===== config.mk =====
export PLATFORM = sky130hd
export DESIGN_NAME = watch_char_gen
export DESIGN_NICKNAME = d
export VERILOG_FILES = /design/src/rtl/watch_pkg.sv /design/src/rtl/bcd2_counter.sv /design/src/rtl/watch_char_gen.sv
export SDC_FILE = /design/constraint.sdc
export NUM_CORES = 1
export LEC_CHECK = 0
export ABC_CLOCK_PERIOD_IN_PS = 4050
export CORE_MARGIN = 2
export CORE_UTILIZATION = 60
export DETAILED_ROUTE_END_ITERATION = 10
export PLACE_DENSITY_LB_ADDON = 0.15
export SETUP_SLACK_MARGIN = 0.05
export SLEW_MARGIN = 25
export SYNTH_ARGS = -nofsm -noshare
export SYNTH_HDL_FRONTEND = slang
export SYNTH_SLANG_ARGS = --single-unit

===== constraint.sdc =====
create_clock -name clk -period 4.05 [get_ports clk]
set_input_delay 0.405 -clock clk [delete_from_list [all_inputs] [get_ports clk]]
set_output_delay 0.405 -clock clk [all_outputs]
set_load 0.05 [all_outputs]

===== src/rtl/watch_pkg.sv =====
// Shared constants for the watch character generator.
// Mode encodings, ASCII codes, line-1 field positions and line-2 text.
package watch_pkg;

    localparam logic [1:0] RUN   = 2'd0;
    localparam logic [1:0] SET_H = 2'd1;
    localparam logic [1:0] SET_M = 2'd2;
    localparam logic [1:0] SET_S = 2'd3;

    localparam logic [7:0] ASC_0   = 8'h30;
    localparam logic [7:0] ASC_SP  = 8'h20;
    localparam logic [7:0] ASC_COL = 8'h3A;

    localparam logic [3:0] IDX_H = 4'd8;
    localparam logic [3:0] IDX_M = 4'd11;
    localparam logic [3:0] IDX_S = 4'd14;

    // Sixteen characters of line 2 for a given mode, space padded
    function automatic logic [127:0] mode_text(input logic [1:0] m);
        logic [127:0] t;
        t = "RUN             ";
        case (m)
            SET_H:   t = "SET HOUR        ";
            SET_M:   t = "SET MIN         ";
            SET_S:   t = "SET SEC         ";
            default: t = "RUN             ";
        endcase
        return t;
    endfunction

    // One BCD digit as ASCII, or a space when blanked
    function automatic logic [7:0] digit(input logic [3:0] d,
                                         input logic blank);
        return blank ? ASC_SP : (ASC_0 | {4'h0, d});
    endfunction

endpackage


===== src/rtl/bcd2_counter.sv =====
// Two-digit BCD counter that wraps to 00 after MAX_T/MAX_O.
// carry is high in the cycle an increment causes the wrap.
module bcd2_counter #(
    parameter logic [3:0] MAX_T = 4'd5,
    parameter logic [3:0] MAX_O = 4'd9
) (
    input  logic       clk,
    input  logic       rst,
    input  logic       inc,
    output logic [3:0] tens,
    output logic [3:0] ones,
    output logic       carry
);

    logic at_max;

    assign at_max = (tens == MAX_T) && (ones == MAX_O);
    assign carry  = inc && at_max;

    // Step the two digits on inc, wrapping at the limit
    always_ff @(posedge clk or negedge rst) begin
        if (!rst) begin
            tens <= 4'd0;
            ones <= 4'd0;
        end else if (inc) begin
            if (at_max) begin
                tens <= 4'd0;
                ones <= 4'd0;
            end else if (ones == 4'd9) begin
                tens <= tens + 4'd1;
                ones <= 4'd0;
            end else begin
                ones <= ones + 4'd1;
            end
        end
    end

endmodule


===== src/rtl/watch_char_gen.sv =====
// 24-hour BCD watch with set mode, blinking field and LCD text lookup.
// Also paces the LCD engine with a periodic en_clk strobe.
module watch_char_gen
    import watch_pkg::*;
#(
    parameter int CLK_HZ = 50000000,
    parameter int EN_DIV = 50000
) (
    input  logic       clk,
    input  logic       rst,
    input  logic       btn_mode,
    input  logic       btn_inc,
    input  logic [4:0] index_char,
    output logic [7:0] data_char,
    output logic       en_clk,
    output logic       sec_tick
);

    localparam int PW = $clog2(CLK_HZ);
    localparam int EW = $clog2(EN_DIV);
    localparam logic [PW-1:0] PRE_MAX = PW'(CLK_HZ - 1);
    localparam logic [PW-1:0] BLK_MAX = PW'(CLK_HZ / 2 - 1);
    localparam logic [EW-1:0] EN_MAX  = EW'(EN_DIV - 1);

    logic [1:0]    mode;
    logic [PW-1:0] pre;
    logic [PW-1:0] blk_cnt;
    logic          blink_on;
    logic [EW-1:0] en_cnt;
    logic          pre_wrap;
    logic          acc_inc;
    logic          s_inc, m_inc, h_inc;
    logic          s_c, m_c, h_carry_unused;
    logic [3:0]    h_t, h_o, m_t, m_o, s_t, s_o;
    logic [3:0]    pos;
    logic [127:0]  line2;
    logic          blank_h, blank_m, blank_s;

    assign pre_wrap = (mode == RUN) && (pre == PRE_MAX);
    assign acc_inc  = btn_inc && !btn_mode && (mode != RUN);

    assign s_inc = pre_wrap || (acc_inc && mode == SET_S);
    assign m_inc = (pre_wrap && s_c) || (acc_inc && mode == SET_M);
    assign h_inc = (pre_wrap && m_c) || (acc_inc && mode == SET_H);

    assign en_clk = (en_cnt == EN_MAX);

    bcd2_counter #(.MAX_T(4'd5), .MAX_O(4'd9)) u_sec (
        .clk(clk), .rst(rst), .inc(s_inc),
        .tens(s_t), .ones(s_o), .carry(s_c)
    );

    bcd2_counter #(.MAX_T(4'd5), .MAX_O(4'd9)) u_min (
        .clk(clk), .rst(rst), .inc(m_inc),
        .tens(m_t), .ones(m_o), .carry(m_c)
    );

    bcd2_counter #(.MAX_T(4'd2), .MAX_O(4'd3)) u_hr (
        .clk(clk), .rst(rst), .inc(h_inc),
        .tens(h_t), .ones(h_o), .carry(h_carry_unused)
    );

    // Free-running LCD step divider
    always_ff @(posedge clk or negedge rst) begin
        if (!rst)
            en_cnt <= '0;
        else if (en_clk)
            en_cnt <= '0;
        else
            en_cnt <= en_cnt + EW'(1);
    end

    // One-second prescaler; parked at 0 outside RUN and on mode change
    always_ff @(posedge clk or negedge rst) begin
        if (!rst) begin
            pre      <= '0;
            sec_tick <= 1'b0;
        end else begin
            sec_tick <= pre_wrap;
            if (mode != RUN || btn_mode || pre_wrap)
                pre <= '0;
            else
                pre <= pre + PW'(1);
        end
    end

    // Mode sequence RUN -> SET_H -> SET_M -> SET_S -> RUN
    always_ff @(posedge clk or negedge rst) begin
        if (!rst) begin
            mode <= RUN;
        end else if (btn_mode) begin
            case (mode)
                RUN:     mode <= SET_H;
                SET_H:   mode <= SET_M;
                SET_M:   mode <= SET_S;
                default: mode <= RUN;
            endcase
        end
    end

    // Half-second blink of the selected field, restarted on any edit
    always_ff @(posedge clk or negedge rst) begin
        if (!rst) begin
            blk_cnt  <= '0;
            blink_on <= 1'b1;
        end else if (btn_mode || acc_inc || mode == RUN) begin
            blk_cnt  <= '0;
            blink_on <= 1'b1;
        end else if (blk_cnt == BLK_MAX) begin
            blk_cnt  <= '0;
            blink_on <= ~blink_on;
        end else begin
            blk_cnt  <= blk_cnt + PW'(1);
        end
    end

    assign pos     = index_char[3:0];
    assign blank_h = !blink_on && mode == SET_H;
    assign blank_m = !blink_on && mode == SET_M;
    assign blank_s = !blink_on && mode == SET_S;

    // Character lookup for the requested screen position
    always_comb begin
        line2     = mode_text(mode);
        data_char = ASC_SP;
        if (index_char[4]) begin
            data_char = line2[{~pos, 3'b000} +: 8];
        end else begin
            case (pos)
                4'd0:            data_char = "T";
                4'd1:            data_char = "I";
                4'd2:            data_char = "M";
                4'd3:            data_char = "E";
                IDX_H:           data_char = digit(h_t, blank_h);
                IDX_H + 4'd1:    data_char = digit(h_o, blank_h);
                IDX_M - 4'd1:    data_char = ASC_COL;
                IDX_M:           data_char = digit(m_t, blank_m);
                IDX_M + 4'd1:    data_char = digit(m_o, blank_m);
                IDX_S - 4'd1:    data_char = ASC_COL;
                IDX_S:           data_char = digit(s_t, blank_s);
                IDX_S + 4'd1:    data_char = digit(s_o, blank_s);
                default:         data_char = ASC_SP;
            endcase
        end
    end

endmodule


Word level (Yosys, flattened, before mapping):

Index checks and enable logic that the tools add are counted.

* add/sub/neg operators: 9
* equal/unequal tests: 24
* shift-type cells: 1
* mux-type cells: 28
* bitwise operators: 2
* reduce and logical (&&, ||, !) cells: 36

Operators with widths (number)
* $pmux 121 s3: 1
* $shiftx 128x8->8: 1
* $mux 26: 3
* $pmux 7 s11: 1
* $add 26x1->26 const B: 2
* $mux 4: 12
* $eq 4x4->1 const B: 11
* $mux 5: 6
* $eq 26x25->1 const B: 1
* $eq 26x26->1 const B: 1
* $add 4x1->4 const B: 6
* $add 16x1->16 const B: 1
* $eq 16x16->1 const B: 1
* $eq 4x2->1 const B: 4
* $logic_and 1x1->1: 16
* $mux 16: 1
* $reduce_bool 2->1: 5
* $eq 4x3->1 const B: 2
* $mux 8: 1
* $logic_or 1x1->1: 7
* $pmux 2 s3: 1
* $reduce_and 2->1: 3
* $eq 2x2->1 const B: 2
* $eq 4x1->1 const B: 1
* other kinds (8): 10

* register bits after elaboration: 96
* input bits: 9
* output and inout port bits: 10
* word-level logic and storage cells: 112

Depth between registers and ports, before layout:

Gate-level depths: netlist (run 1).

* word-level depth: 12
* gate-level depth with buffers: 9
* depth with buffers taken out: 7

Cells and area by module:

A second synthesis (run 1) with hierarchy kept.

* cells, all modules: 594
* area, all modules: 5559.1 sq um

Modules (own cells, without submodules)
* watch_char_gen: instances 1, cells each 458, area an instance 4180.3 sq um, sequential area each 1803.0 sq um
* bcd2_counter (u_min ...): instances 2, cells each 45, area an instance 457.9 sq um, sequential area each 200.2 sq um
* bcd2_counter (u_hr): instances 1, cells each 46, area an instance 462.9 sq um, sequential area each 200.2 sq um

Least setup slack after synthesis (run 1):

No wires, ideal clock.

* kind: input-to-output
* start point: input port index_char[0]
* end point: output port data_char[2]
* data arrival time: 2.484 ns
* data required time: 3.645 ns
* slack: 1.161 ns
* stages: 7
* path buffers: 2
* cells stage by stage: clkbuf_1 > inv_1 > ha_1 > clkbuf_1 > nor4_1 > or3b_2 > o22ai_1

* longest elaborated chain between the ends: 4
* elaborated cells between the ends (all ways): 17
* those cells by class: eq/ne (11); shift (1); mux (2); bitwise (1); reduce/logical (2)

Ends and longest elaborated chain
* start, declared: RTL line watch_char_gen.sv:13 `input logic [4:0] index_char,`
* parallel branches: the longest is 3 deep, another holds $shiftx 128x8->8
* $mux 8 *: RTL line watch_char_gen.sv:126 `if (index_char[4]) begin`
* end, declared: RTL line watch_char_gen.sv:14 `output logic [7:0] data_char,`

Mark *: on every way between the ends.

Worst setup path after layout (run 1):

* start point: input port index_char[1]
* end point: output port data_char[5]

The elaborated chain is that of the path after synthesis.

==> impl.org, run 1 <==
** Clock tree
- CTS built an H-tree with a depth of 3.
- After clock tree synthesis, the repair step resized 0 gates.
- After clock tree synthesis, the setup repair step added 0 buffers.
- Counting along the longest clock path gives a buffer depth of 2.
- Number of buffers inserted by hold repair at cts :: 0
- The tree is rooted in a sky130_fd_sc_hd__clkbuf_8.
- The clock reaches the later pin of the worst-skew pair after approximately 350 ps.
- Buffers inserted during clock tree synthesis total 9.
- Clock-pin slew on the worst setup and hold paths :: about 90 ps
- Total clock sinks :: 96
- Clock tree from TritonCTS :: built

** Synth
- Number of enable-type register cells in the synthesized netlist :: 0
- Mapped Nets :: approximately 640
- Register bit count reported by yosys :: 96
- Each instance of the synthesized netlist takes up on average ~9.5 sq um.
- Among all flip-flop cells after synthesis, the most frequent one is sky130_fd_sc_hd__dfrtp_1.
- Synth Cell Area :: between 5000 and 6000 sq um
- Synthesis handed over a netlist of roughly 610 instances.
- Sequential cells were found to cover about two fifths of the synthesized design area.
- Distinct cell type count after synthesis :: 68
- Fraction of registers with async set or reset after synthesis :: 100%
- Synth warnings :: 0

** STA
- Setup slack closes at 317 ps.
- The worst pin sits at a relative slew slack of 44.2%.
- For the pin with the worst max-slew slack, the measured transition is 836 ps.
- Based on the critical path, the design can be clocked at up to 0.268 GHz.
- Fin crit period :: 3730 ps
- In the final timing run, aggregate negative setup slack is 0 ps.
- On the final layout, the worst clock skew is about 6.9 ps.
- Tightest hold margin :: 71.5 ps
- After layout, the worst path uses 92.2% of the clock period.
- Setup Viol. Count Final :: 0
- Slew Viols, Final :: 0
- Final hold violations :: 0
- RSZ-0062 raised after global routing :: false

** Worst setup path
- Critical path data arrival time :: about 3300 ps
- Required time of the worst setup path :: approximately 3600 ps
- Number of cells traversed by the worst register-to-register path :: 7
- Type of the worst setup path :: primary input to primary output
- Internal reg-to-reg setup slack :: 1040 ps
- The worst register-to-register path begins at mode[1].
- Start point of the critical path :: index_char[1]
- Sort of element at the end of the critical path :: primary output
- In this run the critical register-to-register path is captured at pre[2].
- Worst Path Max Fanout :: 13
- STA classifies the critical path startpoint as a primary input.
- Following the worst setup path forward leads to its endpoint at data_char[5].

** Finish
- Reg area :: 2400 sq um
- After the flow finishes, the layout carries non-filler instances totaling 747.
- Post-Route Utilization :: between 60% and 70%
- Total number of nets in the final design :: about 650
- Diodes inserted :: 0
- Fill cells in the final layout number 763.
- Of the cells placed in the final design, the portion with a size suffix greater than 1 is roughly 8.1%.
- Area Growth Syn to Fin :: 7.17%
- The finished cells cover about 6200 sq um.
- Area taken by multi-input logic gates :: around 3200 sq um

** Detailed routing
- The detailed router placed about 4,500 vias in this run.
- In the routed design, unresolved DRC markers number 0.
- Count of nets left with antenna violations after detail routing :: 0
- Average routed wire per standard cell :: around 15 microns
- Detailed-router iteration count before antenna repair :: 4
- The detailed router finished its first iteration with 277 violations.
- The routed design has around 11,000 microns of wire.
- Dividing the detail-routed via count by the number of cells gives roughly 6.

** Global route
- Total track usage :: 22.8%
- Via count of the first global-routing pass :: between 4,000 and 5,000
- Wire length of the first global-routing pass :: about 19,000 microns
- Summed over all layers, the global routing overflow is 0.
- Initial antenna violation count :: 0
- Entering global routing, the biggest net connects ~80 pins.

** Placed design
- Including well taps, the total number of placed cells is around 730.
- Count of input and output buffers :: 17
- The congestion estimate from routability-driven global placement came to between 0.9 and 1.
- Post-detailed-placement cell area :: 5990 sq um
- Place WS :: 372 ps
- Detailed placement ended at an HPWL of 8120 microns.

** Floorplanning
- The die covers 10,400 sq um.
- Standard cell core area :: 9280 sq um
- From left edge to right edge, the die measures about 100 microns.
- For this configuration, the core starts out at a cell density of around 62%.
- Floorplan die height :: about 100 microns
- I/O pin count :: 19
- Row count :: 35

** Power and ir drop
- Maximum VDD drop :: approximately 220 uV
- The internal portion of the total power is ~1.5 mW.
- Power per cell area :: about 370 nW/um^2
- Part of the power in the clock network :: 24.7%
- Of the total power, combinational logic draws ~25%.
- Switching power summed over all nets :: 0.783 mW
- The completed layout was analyzed and its total power is approximately 2.3 mW.
- Of the total power, the share spent switching nets is 34.5%.
- Share of total power in sequential cells :: between 40% and 50%
- Static power due to leakage :: about 2.6 nW

** Run
- Across the run, the number of max-cap violations was 0.

** Hold path
- The path class of the tightest hold or removal check is primary input to async pin.

** Run status
- Status :: finished clean
[registers in the layout (all words and copies together), names as in the netlist, 2 cells and up]
| name | cells |
|---|---|
| u_min.ones | 4 |
| u_sec.tens | 4 |
| blk_cnt | 26 |
| u_hr.tens | 4 |
| pre | 26 |
| mode | 2 |
| u_hr.ones | 4 |
| u_min.tens | 4 |
| u_sec.ones | 4 |
| en_cnt | 16 |
[Yosys cell counts, drive strengths merged (4+ instances only)]
cell,n,area share [%]
a22oi,9,1.2
nand2b,8,0.87
nor2b,5,0.54
nand4,18,2.0
nor4b,5,0.76
and3,20,2.2
clkbuf,24,1.6
nand2,27,1.8
buf,5,0.59
o2bb2ai,5,0.76
nor3,26,2.5
nor4,5,0.80
nor2,87,5.7
nand3,25,2.2
xor2,42,6.4
dfrtp,95,41
ha,25,5.4
mux2i,5,0.87
a21oi,12,1.0
xnor2,19,2.9
and3b,4,0.61
o22ai,16,1.7
or4,5,0.78
o21ai,14,1.3
mux2,15,2.9
inv,20,1.3
and4,13,2.0
[power by group through the flow]
stage	Sequential (mW)	Combinational (mW)	Clock, mW
global placement	1.15	0.554	0
global route	1.14	0.650	0.618
detailed placement	1.15	0.577	0
CTS	1.13	0.580	0.583
floorplan	1.12	0.447	0
finish	1.13	0.578	0.562
[critical path, cell delays in order]
cell                              delay (ps)
sky130_fd_sc_hd__clkdlybuf4s50_1         740
sky130_fd_sc_hd__inv_1                   160
sky130_fd_sc_hd__ha_1                    320
sky130_fd_sc_hd__nor4_1                  360
sky130_fd_sc_hd__nor2b_1                 180
sky130_fd_sc_hd__a211oi_1                 60
sky130_fd_sc_hd__a31oi_1                 180
sky130_fd_sc_hd__or2_2                   130
sky130_fd_sc_hd__clkdlybuf4s50_1         790
[worst min path at each step]
stage / startpoint / end / slack (ps)
floorplan: rst / blk_cnt[0] / 110
CTS: rst / u_hr.ones[3] / 230
global placement: en_cnt[0] / en_cnt[0] / 440
detailed placement: en_cnt[0] / en_cnt[0] / 450
finish: rst / blk_cnt[21] / 70
global route: rst / blk_cnt[21] / 100
[cell families after synthesis]
group                    after synthesis  share of synthesized area, %
buffers and inverters                 49                          3.46
flip-flops                            96                          41.8
other                                  1                        0.0652
AND/OR/NAND/NOR                      273                          26.2
adder cells (fa/ha/maj)               25                          5.43
AO/OA/AOI/OAI                         84                          9.98
multiplexers                          20                          3.80
XOR/XNOR                              61                          9.28
[area by class of cell]
type / count / area share (%)
clock buffers: 10 / 2.07
inverters: 20 / 1.22
clock inverters: 6 / 0.710
flip-flops and latches: 96 / 39.0
multi-input cells: 464 / 51.1
repair buffers: 22 / 3.31
well taps: 129 / 2.62
[per-layer routing]
| layer | up-vias | track usage, % | wire [microns] |
|---|---|---|---|
| met5 | - | 0 | 0 |
| met4 | 0 | 8.41 | 225 |
| met3 | 16 | 4.38 | 408 |
| met2 | 104 | 36.6 | 5410 |
| met1 | 2179 | 31.1 | 5230 |
| li1 | 2185 | - | - |
[placed cells by master, fill, tap and decap left out, drive strengths merged, types with 4 or more instances in the layout]
| master | netlist | final |
|---|---|---|
| nor2b | 5 | 5 |
| and3 | 20 | 20 |
| xor2 | 42 | 42 |
| mux2 | 15 | 15 |
| nor4b | 5 | 5 |
| nand2b | 8 | 8 |
| dfrtp | 95 | 95 |
| and3b | 4 | 4 |
| o2bb2ai | 5 | 5 |
| nand3 | 25 | 25 |
| clkbuf | 24 | 10 |
| inv | 20 | 22 |
| nor4 | 5 | 5 |
| a22oi | 9 | 9 |
| xnor2 | 19 | 19 |
| or4 | 5 | 5 |
| nand4 | 18 | 18 |
| and4 | 13 | 13 |
| nor3 | 26 | 26 |
| clkinv | 0 | 4 |
| clkdlybuf4s50 | 0 | 14 |
| nor2 | 87 | 87 |
| a21oi | 12 | 12 |
| mux2i | 5 | 5 |
| nand2 | 27 | 27 |
| o21ai | 14 | 14 |
| buf | 5 | 8 |
| ha | 25 | 25 |
| o22ai | 16 | 16 |
No activity file was read; power rests on OpenSTA's default activity.
==> run 2, diff against run 1 <==
--- a/config.mk
+++ b/config.mk
@@ -5,7 +5,7 @@
 export SDC_FILE = /design/constraint.sdc
 export NUM_CORES = 1
 export LEC_CHECK = 0
-export ABC_CLOCK_PERIOD_IN_PS = 4050
+export ABC_CLOCK_PERIOD_IN_PS = 3500
 export CORE_MARGIN = 2
 export CORE_UTILIZATION = 60
 export DETAILED_ROUTE_END_ITERATION = 10
==> constraint.sdc (replaced) <==
create_clock -name clk -period 3.5 [get_ports clk]
set_input_delay 0.35 -clock clk [delete_from_list [all_inputs] [get_ports clk]]
set_output_delay 0.35 -clock clk [all_outputs]
set_load 0.05 [all_outputs]
==> impl.org, run 2 (synthesis gave the netlist of run 1 again) <==
** STA
- Transition time of the tightest slew-check pin :: about 850 ps
- Relative slew slack :: 43.6%
- Setup Viol. Count Final :: 0
- The count of endpoints failing hold in the final timing report came to 0.
- Slew Viols, Final :: 0
- Maximum clock frequency :: ~0.31 GHz
- Tightest hold margin :: roughly 440 ps
- Worst Skew :: about 16 ps
- Across all setup checks in the final design, the least slack found is 279 ps.
- Of the available clock period, the critical path in the final layout requires a little over 90%.
- Fin crit period :: about 3200 ps
- After routing, the total negative slack on setup checks comes to 0 ps.
- RSZ-0062 raised after global routing :: false

** Detailed routing
- Average routed wire per standard cell :: roughly 16 microns
- Final routed DRC violation total :: 0
- The detailed router finished its first iteration with between 300 and 400 violations.
- Count of nets left with antenna violations after detail routing :: 0
- Summed over all layers, the routed wires come to around 12,000 microns.
- In the routed layout, each cell is associated on average with a via count of a little over 6.
- The first TritonRoute pass finished after 5 iterations.
- Routed vias :: 4,569

** Run
- Max Cap Viol :: 0

** Placed design
- Routability Congestion :: slightly below 1
- Once detailed placement completed, the half-perimeter wirelength came to approximately 8500 microns.
- Count of input and output buffers :: 17
- OpenSTA, run right after detailed placement, puts the worst setup slack at about 400 ps.
- The placed instances occupy a cell area of 6050 sq um.

** Power and ir drop
- After layout, the design draws a total of ~2.8 mW.
- Maximum VDD drop :: between 200 and 250 uV
- In this run the static leakage power is 2.66 nW.
- In this run the power density over the cells is 443 nW/um^2.

** Clock tree
- Buffers inserted during clock tree synthesis total 9.
- Post-cts repair resize count :: 0
- H-tree Lvls :: 3
- Clock-pin slew on the worst setup and hold paths :: approximately 100 ps
- Clock tree from TritonCTS :: built
- The number of setup buffers added after CTS is 0.
- Maximum buffer depth of the clock tree :: 2
- The root buffer cell chosen for the clock tree is sky130_fd_sc_hd__clkbuf_8.
- Number of buffers inserted by hold repair at cts :: 1
- CTS saw 96 sinks.
- At the later pin of the worst-skew pair, clock insertion delay measures 370 ps.

** Worst setup path
- Start point of the critical path :: index_char[0]
- Internal reg-to-reg setup slack :: around 750 ps
- For the worst setup path, the data arrival time is between 2000 and 3000 ps.
- Required time of the worst setup path :: 3150 ps
- STA classifies the critical path endpoint as a primary output.
- Cell with the largest stage delay on the worst path :: sky130_fd_sc_hd__clkdlybuf4s50_1
- In this run the critical register-to-register path is launched from mode[1].
- In this design, the stage delay of the slowest critical-path cell is between 500 and 600 ps.
- Worst Path Max Fanout :: 11
- Count of buffering cells on the critical path with inverters included :: 3
- STA classifies the critical path startpoint as a primary input.
- By startpoint and endpoint, the worst setup path is classified as primary input to primary output.
- Cell family contributing the most delay on the critical path :: compound AO/OA/AOI/OAI gates
- List of cells traversed by the critical path :: clkdlybuf4s50_1 -> inv_1 -> ha_1 -> a22oi_1 -> o22ai_1 -> a221o_1 -> a2111oi_0 -> o32ai_1 -> buf_4

** Global route
- Global routing finished with a remaining overflow of 0.
- Initial antenna violation count :: 0
- In the global route stage, overall resource usage came out at 25.1%.
- The first global-routing pass estimated approximately 21,000 microns of wire.
- Via count of the first global-routing pass :: around 4,500
- Largest net degree at the start of global routing :: 36

** Finish
- Area Growth Syn to Fin :: 8.93%
- The filler cells instantiated in the layout total ~750.
- After routing the design area is between 6000 and 7000 sq um.
- Diodes inserted :: 0
- Commonest cells after routing, fill and taps aside :: 95 x sky130_fd_sc_hd__dfrtp_1, 87 x sky130_fd_sc_hd__nor2_1, 42 x sky130_fd_sc_hd__xor2_1
- The largest registers in the layout are blk_cnt (26), pre (26), en_cnt (16).
- Proportion of layout cells with a drive suffix above 1 :: under 10%
- Total number of nets in the final design :: between 600 and 700
- Commonest non-fill, non-tap cell in the layout :: sky130_fd_sc_hd__dfrtp_1

** Floorplanning
- The die covers roughly 10,000 sq um.
- Standard cell core area :: around 9300 sq um
- I/O pin count :: 19
- After floorplanning, the core was divided into 35 placement rows.
- From bottom edge to top edge, the die measures just over 100 microns.
- Starting utilization of the core area :: 62.0%
- Die W :: 102 microns

** Run status
- The flow ran to the end, and the final reports show no timing, DRC or antenna violations.

** Hold path
- The tightest min-delay check is of the primary input to async pin type.
[run 2: cell type report]
class                           count  area, sq um  area share [%]
Multi-Input combinational cell    464         3150            50.3
Sequential cell                    96         2400            38.3
Timing Repair Buffer               26          270            4.31
Tap cell                          129          161            2.57
Clock buffer                       11          141            2.26
Inverter                           20         75.1            1.20
Clock inverter                      5         65.1            1.04
[run 2: final timing paths]
check	to	cells past startpoint
max	data_char[0]	9
min	blk_cnt[25]	2
max reg2reg	u_hr.ones[0]	7
min reg2reg	en_cnt[0]	1
max in group asynchronous	en_cnt[5]	3
min in group clk	en_cnt[0]	1
[run 2: where the power goes]
group | internal, mW | switching, mW | total (mW)
combinational | 0.289 | 0.423 | 0.712
sequential | 1.19 | 0.120 | 1.31
clock | 0.357 | 0.397 | 0.754
total | 1.84 | 0.940 | 2.78
[run 2: through the flow]
step / utilization, % / cells
floorplan: - / 609
global placement: 65.2 / 734
detailed placement: 65.2 / 734
CTS: 67.5 / 751
global route: 67.5 / 751
finish: 67.5 / 751
[run 2: metal layers]
metal / track usage, % / share of wire [%] / vias to the layer above
met2: 41.3 / 48 / 112
met3: 3.21 / 3.5 / 32
met1: 33.9 / 46 / 2231
li1: - / - / 2194
met5: 0 / 0 / -
met4: 10.3 / 2.7 / 0
